### src/rtl/ifu_prefetch.sv
`default_nettype none
// ============================================================================
// Module   : ifu_prefetch
// Purpose  : Pipelined instruction prefetch with in-order PC/instruction FIFO
//            and redirect flush that drops stale in-flight responses.
// Revision : 1.0
// ============================================================================
module ifu_prefetch #(
    parameter int              XLEN       = 32,
    parameter logic [XLEN-1:0] RESET_ADDR = 32'h0000_0000,
    parameter int              DEPTH      = 4
) (
    input  logic            clk,
    input  logic            rst,
    output logic            mem_req_o,
    output logic [XLEN-1:0] mem_addr_o,
    input  logic            mem_gnt_i,
    input  logic            mem_rvalid_i,
    input  logic [XLEN-1:0] mem_rdata_i,
    output logic            if_valid_o,
    output logic [XLEN-1:0] if_pc_o,
    output logic [XLEN-1:0] if_inst_o,
    input  logic            if_ready_i,
    input  logic            jump_req_i,
    input  logic [XLEN-1:0] jump_pc_i,
    input  logic            excp_jump_req_i,
    input  logic [XLEN-1:0] excp_jump_pc_i
);

    localparam int c_PTR_W = $clog2(DEPTH);
    localparam int c_CNT_W = $clog2(DEPTH) + 1;

    localparam logic [c_CNT_W-1:0] c_CNT_ONE   = c_CNT_W'(1);
    localparam logic [c_PTR_W-1:0] c_PTR_ONE   = c_PTR_W'(1);
    localparam logic [c_CNT_W:0]   c_DEPTH_OCC = (c_CNT_W+1)'(DEPTH);
    localparam logic [XLEN-1:0]    c_PC_STEP   = XLEN'(4);

    logic [XLEN-1:0]    r_fetch_pc;
    logic [XLEN-1:0]    r_resp_pc;
    logic [c_CNT_W-1:0] r_inflight;
    logic [c_CNT_W-1:0] r_drop_cnt;
    logic [c_CNT_W-1:0] r_count;
    logic [c_PTR_W-1:0] r_wptr;
    logic [c_PTR_W-1:0] r_rptr;
    logic [XLEN-1:0]    r_fifo_pc   [DEPTH];
    logic [XLEN-1:0]    r_fifo_inst [DEPTH];

    logic               w_redir;
    logic [XLEN-1:0]    w_target_raw;
    logic [XLEN-1:0]    w_target;
    logic [c_CNT_W:0]   w_occ;
    logic               w_credit;
    logic               w_grant;
    logic               w_dropping;
    logic               w_push;
    logic               w_pop;
    logic               w_nonempty;
    logic [c_CNT_W-1:0] w_rvalid_cnt;

    assign w_redir      = excp_jump_req_i | jump_req_i;
    assign w_target_raw = excp_jump_req_i ? excp_jump_pc_i : jump_pc_i;
    assign w_target     = {w_target_raw[XLEN-1:2], 2'b00};

    // Credit covers in-flight requests (including ones that will be dropped)
    // plus buffered entries, so every accepted response always has a slot.
    assign w_occ      = {1'b0, r_inflight} + {1'b0, r_count};
    assign w_credit   = (w_occ < c_DEPTH_OCC);

    assign mem_req_o  = !rst && !w_redir && w_credit;
    assign mem_addr_o = r_fetch_pc;
    assign w_grant    = mem_req_o && mem_gnt_i;

    assign w_nonempty   = (r_count != '0);
    assign w_dropping   = (r_drop_cnt != '0);
    assign w_push       = mem_rvalid_i && !w_dropping && !w_redir;
    assign w_pop        = w_nonempty && if_ready_i && !w_redir;
    assign w_rvalid_cnt = {{(c_CNT_W-1){1'b0}}, mem_rvalid_i};

    assign if_valid_o = !rst && w_nonempty;
    assign if_pc_o    = if_valid_o ? r_fifo_pc[r_rptr]   : '0;
    assign if_inst_o  = if_valid_o ? r_fifo_inst[r_rptr] : '0;

    always_ff @(posedge clk or posedge rst) begin
        if (rst) begin
            r_fetch_pc <= RESET_ADDR;
            r_resp_pc  <= RESET_ADDR;
        end else if (w_redir) begin
            r_fetch_pc <= w_target;
            r_resp_pc  <= w_target;
        end else begin
            if (w_grant) begin
                r_fetch_pc <= r_fetch_pc + c_PC_STEP;
            end
            if (w_push) begin
                r_resp_pc <= r_resp_pc + c_PC_STEP;
            end
        end
    end

    always_ff @(posedge clk or posedge rst) begin
        if (rst) begin
            r_inflight <= '0;
        end else begin
            case ({w_grant, mem_rvalid_i})
                2'b10:   r_inflight <= r_inflight + c_CNT_ONE;
                2'b01:   r_inflight <= r_inflight - c_CNT_ONE;
                default: r_inflight <= r_inflight;
            endcase
        end
    end

    // A response arriving in the redirect cycle is discarded directly,
    // so it is excluded from the count of stale responses still to come.
    always_ff @(posedge clk or posedge rst) begin
        if (rst) begin
            r_drop_cnt <= '0;
        end else if (w_redir) begin
            r_drop_cnt <= r_inflight - w_rvalid_cnt;
        end else if (mem_rvalid_i && w_dropping) begin
            r_drop_cnt <= r_drop_cnt - c_CNT_ONE;
        end
    end

    always_ff @(posedge clk or posedge rst) begin
        if (rst) begin
            r_wptr  <= '0;
            r_rptr  <= '0;
            r_count <= '0;
        end else if (w_redir) begin
            r_wptr  <= '0;
            r_rptr  <= '0;
            r_count <= '0;
        end else begin
            if (w_push) begin
                r_wptr <= r_wptr + c_PTR_ONE;
            end
            if (w_pop) begin
                r_rptr <= r_rptr + c_PTR_ONE;
            end
            case ({w_push, w_pop})
                2'b10:   r_count <= r_count + c_CNT_ONE;
                2'b01:   r_count <= r_count - c_CNT_ONE;
                default: r_count <= r_count;
            endcase
        end
    end

    always_ff @(posedge clk) begin
        if (w_push) begin
            r_fifo_pc[r_wptr]   <= r_resp_pc;
            r_fifo_inst[r_wptr] <= mem_rdata_i;
        end
    end

endmodule
`default_nettype wire

### config.mk
export PLATFORM = sky130hd
export DESIGN_NAME = ifu_prefetch
export DESIGN_NICKNAME = d
export VERILOG_FILES = /design/src/rtl/ifu_prefetch.sv
export SDC_FILE = /design/constraint.sdc
export NUM_CORES = 1
export LEC_CHECK = 0
export ABC_CLOCK_PERIOD_IN_PS = 5250
export CORE_MARGIN = 2
export CORE_UTILIZATION = 45
export CTS_CLUSTER_SIZE = 30
export DETAILED_ROUTE_END_ITERATION = 16
export GPL_ROUTABILITY_DRIVEN = 0
export PLACE_DENSITY_LB_ADDON = 0.05
export REMOVE_ABC_BUFFERS = 1
export SLEW_MARGIN = 20
export SYNTH_ARGS = -nofsm -noshare
export SYNTH_HDL_FRONTEND = slang
export SYNTH_SLANG_ARGS = --single-unit
### constraint.sdc
create_clock -name clk -period 5.25 [get_ports clk]
set_input_delay 1.05 -clock clk [delete_from_list [all_inputs] [get_ports clk]]
set_output_delay 1.05 -clock clk [all_outputs]
set_load 0.1 [all_outputs]
==> metrics.txt <==
CP Cell Sequence=buf_4, mux4_2, and2_1, buf_4; Rel. slew slack=30.42%; Post-DP HPWL=20870 um; CP Max Fanout=36; via/cell ratio=5.584; Die Y=181.7 um; Worst Skew=0.01361 ns; clock buffer depth=3; share of layout cells above drive strength 1=between 10% and 20%; switching share of power=between 20% and 30%; CTS Hold Bufs=0; CP peak stage delay=0.88 ns; # IOs=201; Peak supply drop=0.2211 mV; antenna violations before repair=0; Seq pwr share=45.5%; Pins Over Slew Limit=0; WL/cell=19.72 um; clk root buf=clkbuf_16; Async SR Flop Fraction=22.74%; Sink Count=321; Mapped Avg Cell Area=14.30 um^2; maxcap violations=0; first-pass GRT wire length=a little over 50000 um; via count=between 9000 and 10000; Pint=4.854 mW; CTS clock-pin slew for the worst setup and hold paths=approximately 0.050 ns; I/O Buffers=approximately 190; static leakage=6.331 nW; critical path's top delay family=flip-flops; Core Box Area=0.03131 mm^2; 1st-iter DRT viols=534; FF/Latch Area=0.009279 mm^2; Met2 Wirelength=14820 um; Cell Area, Synth=0.01421 mm^2; crit path time final=around 3.8 ns; area of the multi-input gates=0.004619 mm^2; critical path type=flip-flop to output port; Post-CTS Setup Inserts=0; GRT Total Usage=19.75%; Clk Latency, worst-skew pair=approximately 0.51 ns; vias in the first global route=9184; Routed Antenna Nets=0; pin count of the biggest net entering global routing=63; unique cell type count in the Yosys netlist=64; die area=0.03302 mm^2; Nets=1315; Syn Inst Count=994; Psw=1.708 mW; Max Fclk=~0.26 GHz; met1 wire length=about 15000 um; Slew @ Worst Pin=~1.0 ns; Most used DFF post-synth=edfxtp_1; Ys Warns=0; WP data arrival=2.79 ns; Clock Power Share=40.5%; number of synthesized flops with an enable pin=about 250; H-tree Lvls=2; Critical Path RT=about 4.2 ns; Tcrit/Tclk final=approximately 73%; top layer in use=met4; die span in x=181.7 um; Filler cells=2568; final-report setup violation count=0; Met3 Routed Length=2095 um; Hold Fails Final Rpt=0; Layout area overhead=25.08%; Post-Route WL=32060 um; Crit. End Element=output port; Initial Util=45.39%; combinational share of power=13.9%; Inserted Clock Buffers=36; Final WS setup=1.412 ns; Startpoint Class=flip-flop; slowest stage cell, crit path=dfrtp_4; PwrDens=369.2 mW/mm^2; Buf/Inv on CP=2; DRT Pass-1 Iters=4; gr ovfl total=0; cell row count=65; Hold Slack=~0.52 ns; status=finished, final reports clean; sequential share of the synthesized area=65.26%; post-synthesis register bit count=321; CTS resizes=0; antenna cells=0; CTS tree=built; cell mode on critical path=buf_4; # DRC=0; worst slack, placed=between 1 and 1.5 ns; RSZ-0062 raised after global routing=no; class of the worst hold path=flip-flop to flip-flop
==> per-stage QoR <==
stage	cell area (um^2)	TNS (ns)	std cells	total power, mW	utilization (%)
3_3_place_gp	16500	0	1561	3.942	52.71
5_1_grt	17780	0	1626	6.830	56.77
2_1_floorplan	13950	-13.14	940	3.628	-
6_report	17780	0	1626	6.562	56.77
4_1_cts	17780	0	1626	6.639	56.77
3_5_place_dp	16500	0	1561	3.954	52.71
==> cells by family after synthesis <==
family | count (synthesis) | synth area share [%]
DFF | 321 | 65.26
other | 1 | 0.02639
xor gates and xnor gates | 18 | 1.109
AOI/OAI and AO/OA | 203 | 8.708
buffers and inverters | 77 | 2.421
and+or+nand+nor | 295 | 11.08
muxes | 64 | 9.967
adders and majority gates | 15 | 1.426
==> worst reg2reg max path: cells and delay by family, from the launching register on <==
family / cells / cell delay, ns
xor gates and xnor gates: 2 / 0.28
adders and majority gates: 3 / 0.62
buffers and inverters: 1 / 0.07
DFF: 1 / 0.43
and+or+nand+nor: 4 / 1.01
==> routing by layer <==
metal | track usage, % | up-vias
li1 | - | 4248
met1 | 27.61 | 4477
met2 | 31.34 | 306
met3 | 4.452 | 48
met4 | 5.626 | 0
met5 | 0 | -
==> worst paths after layout <==
check	slack [ns]	from	endpoint	cells past startpoint
hold reg to reg	0.52	r_inflight[0]$_DFFE_PP0P_	r_inflight[0]$_DFFE_PP0P_	1
max in group asynchronous	3.07	rst	r_resp_pc[6]$_DFFE_PP0P_	3
hold / removal	0.52	r_inflight[0]$_DFFE_PP0P_	r_inflight[0]$_DFFE_PP0P_	1
setup reg to reg	2.70	r_inflight[2]$_DFFE_PP0P_	r_inflight[2]$_DFFE_PP0P_	10
setup / recovery	1.41	r_rptr[0]$_DFFE_PP0P_	if_pc_o[27]	4
min in group asynchronous	1.10	rst	r_rptr[0]$_DFFE_PP0P_	2
==> sequential cells by signal, summed over array words and instances (netlist names) <==
name and count:
r_fifo_inst 128, r_fifo_pc 120, mem_addr_o 30, r_resp_pc 30
r_count 3, r_drop_cnt 3, r_inflight 3, r_rptr 2
r_wptr 2
==> power by group through the flow <==
stage	registers [mW]	clock network (mW)	logic [mW]
2_1_floorplan	3.19	0	0.437
3_3_place_gp	3.03	0	0.909
3_5_place_dp	3.04	0	0.918
4_1_cts	2.99	2.73	0.921
5_1_grt	3.01	2.84	0.988
6_report	2.99	2.66	0.915
==> layout by cell type (no fill, tap or decap), drive strengths merged, types with 2 or more instances in the layout <==
cell type      netlist  final
a211oi               2      2
a2bb2oi             10     10
and2                73     73
clkbuf              32     40
nand4               16     16
o22a                 9      9
and3                22     22
nor3                13     13
nand2               75     75
a31oi               20     20
ha                  13     13
and4                 6      6
xor2                 8      8
mux4                62     62
clkinv               0     14
or3                  6      6
o31a                 2      2
o22ai                2      2
a41oi                6      6
edfxtp             248    248
nand3               33     33
mux2i                2      2
fa                   2      2
clkdlybuf4s50        0    128
bufinv               0      8
buf                 25     91
a21oi               73     73
xnor2               10     10
a31o                 2      2
conb                 1      4
a311oi               2      2
o21a                 4      4
o31ai                8      8
nor2                33     33
o21ai               53     53
inv                 20     22
dfrtp               73     73
or2                  4      4
nor4                 9      9
==> synthesized netlist by cell type (3+ instances only) <==
| master | number | area [um^2] |
|---|---|---|
| xor2_1 | 8 | 70.07 |
| inv_1 | 20 | 75.07 |
| nand3_1 | 32 | 160.2 |
| buf_4 | 6 | 45.04 |
| nor3_1 | 12 | 60.06 |
| xnor2_1 | 10 | 87.58 |
| and2_0 | 3 | 18.77 |
| ha_1 | 13 | 162.7 |
| o21ai_0 | 53 | 265.3 |
| buf_1 | 3 | 11.26 |
| edfxtp_1 | 248 | 7447 |
| o22a_1 | 9 | 78.83 |
| a31oi_1 | 20 | 125.1 |
| o31ai_1 | 8 | 60.06 |
| and2_1 | 70 | 437.9 |
| nand4_1 | 15 | 93.84 |
| nor2_1 | 32 | 120.1 |
| buf_2 | 14 | 70.07 |
| clkbuf_1 | 32 | 120.1 |
| o21a_1 | 4 | 30.03 |
| mux4_2 | 62 | 1396 |
| and3_1 | 22 | 137.6 |
| nand2_1 | 75 | 281.5 |
| nor4_1 | 7 | 43.79 |
| a2bb2oi_1 | 10 | 87.58 |
| and4_1 | 5 | 43.79 |
| dfrtp_1 | 73 | 1827 |
| a21oi_1 | 72 | 360.4 |
| a41oi_1 | 6 | 52.55 |
| or3_1 | 6 | 37.54 |
==> cell type report <==
cell class / instances / area share (%)
Clock buffer: 40 / 5.328
Clock inverter: 25 / 1.830
Inverter: 20 / 0.4223
Multi-Input combinational cell: 599 / 25.99
Sequential cell: 321 / 52.20
Tap cell: 402 / 2.830
Timing Repair Buffer: 219 / 11.40
Note: power is estimated with default switching activity, not from simulation.
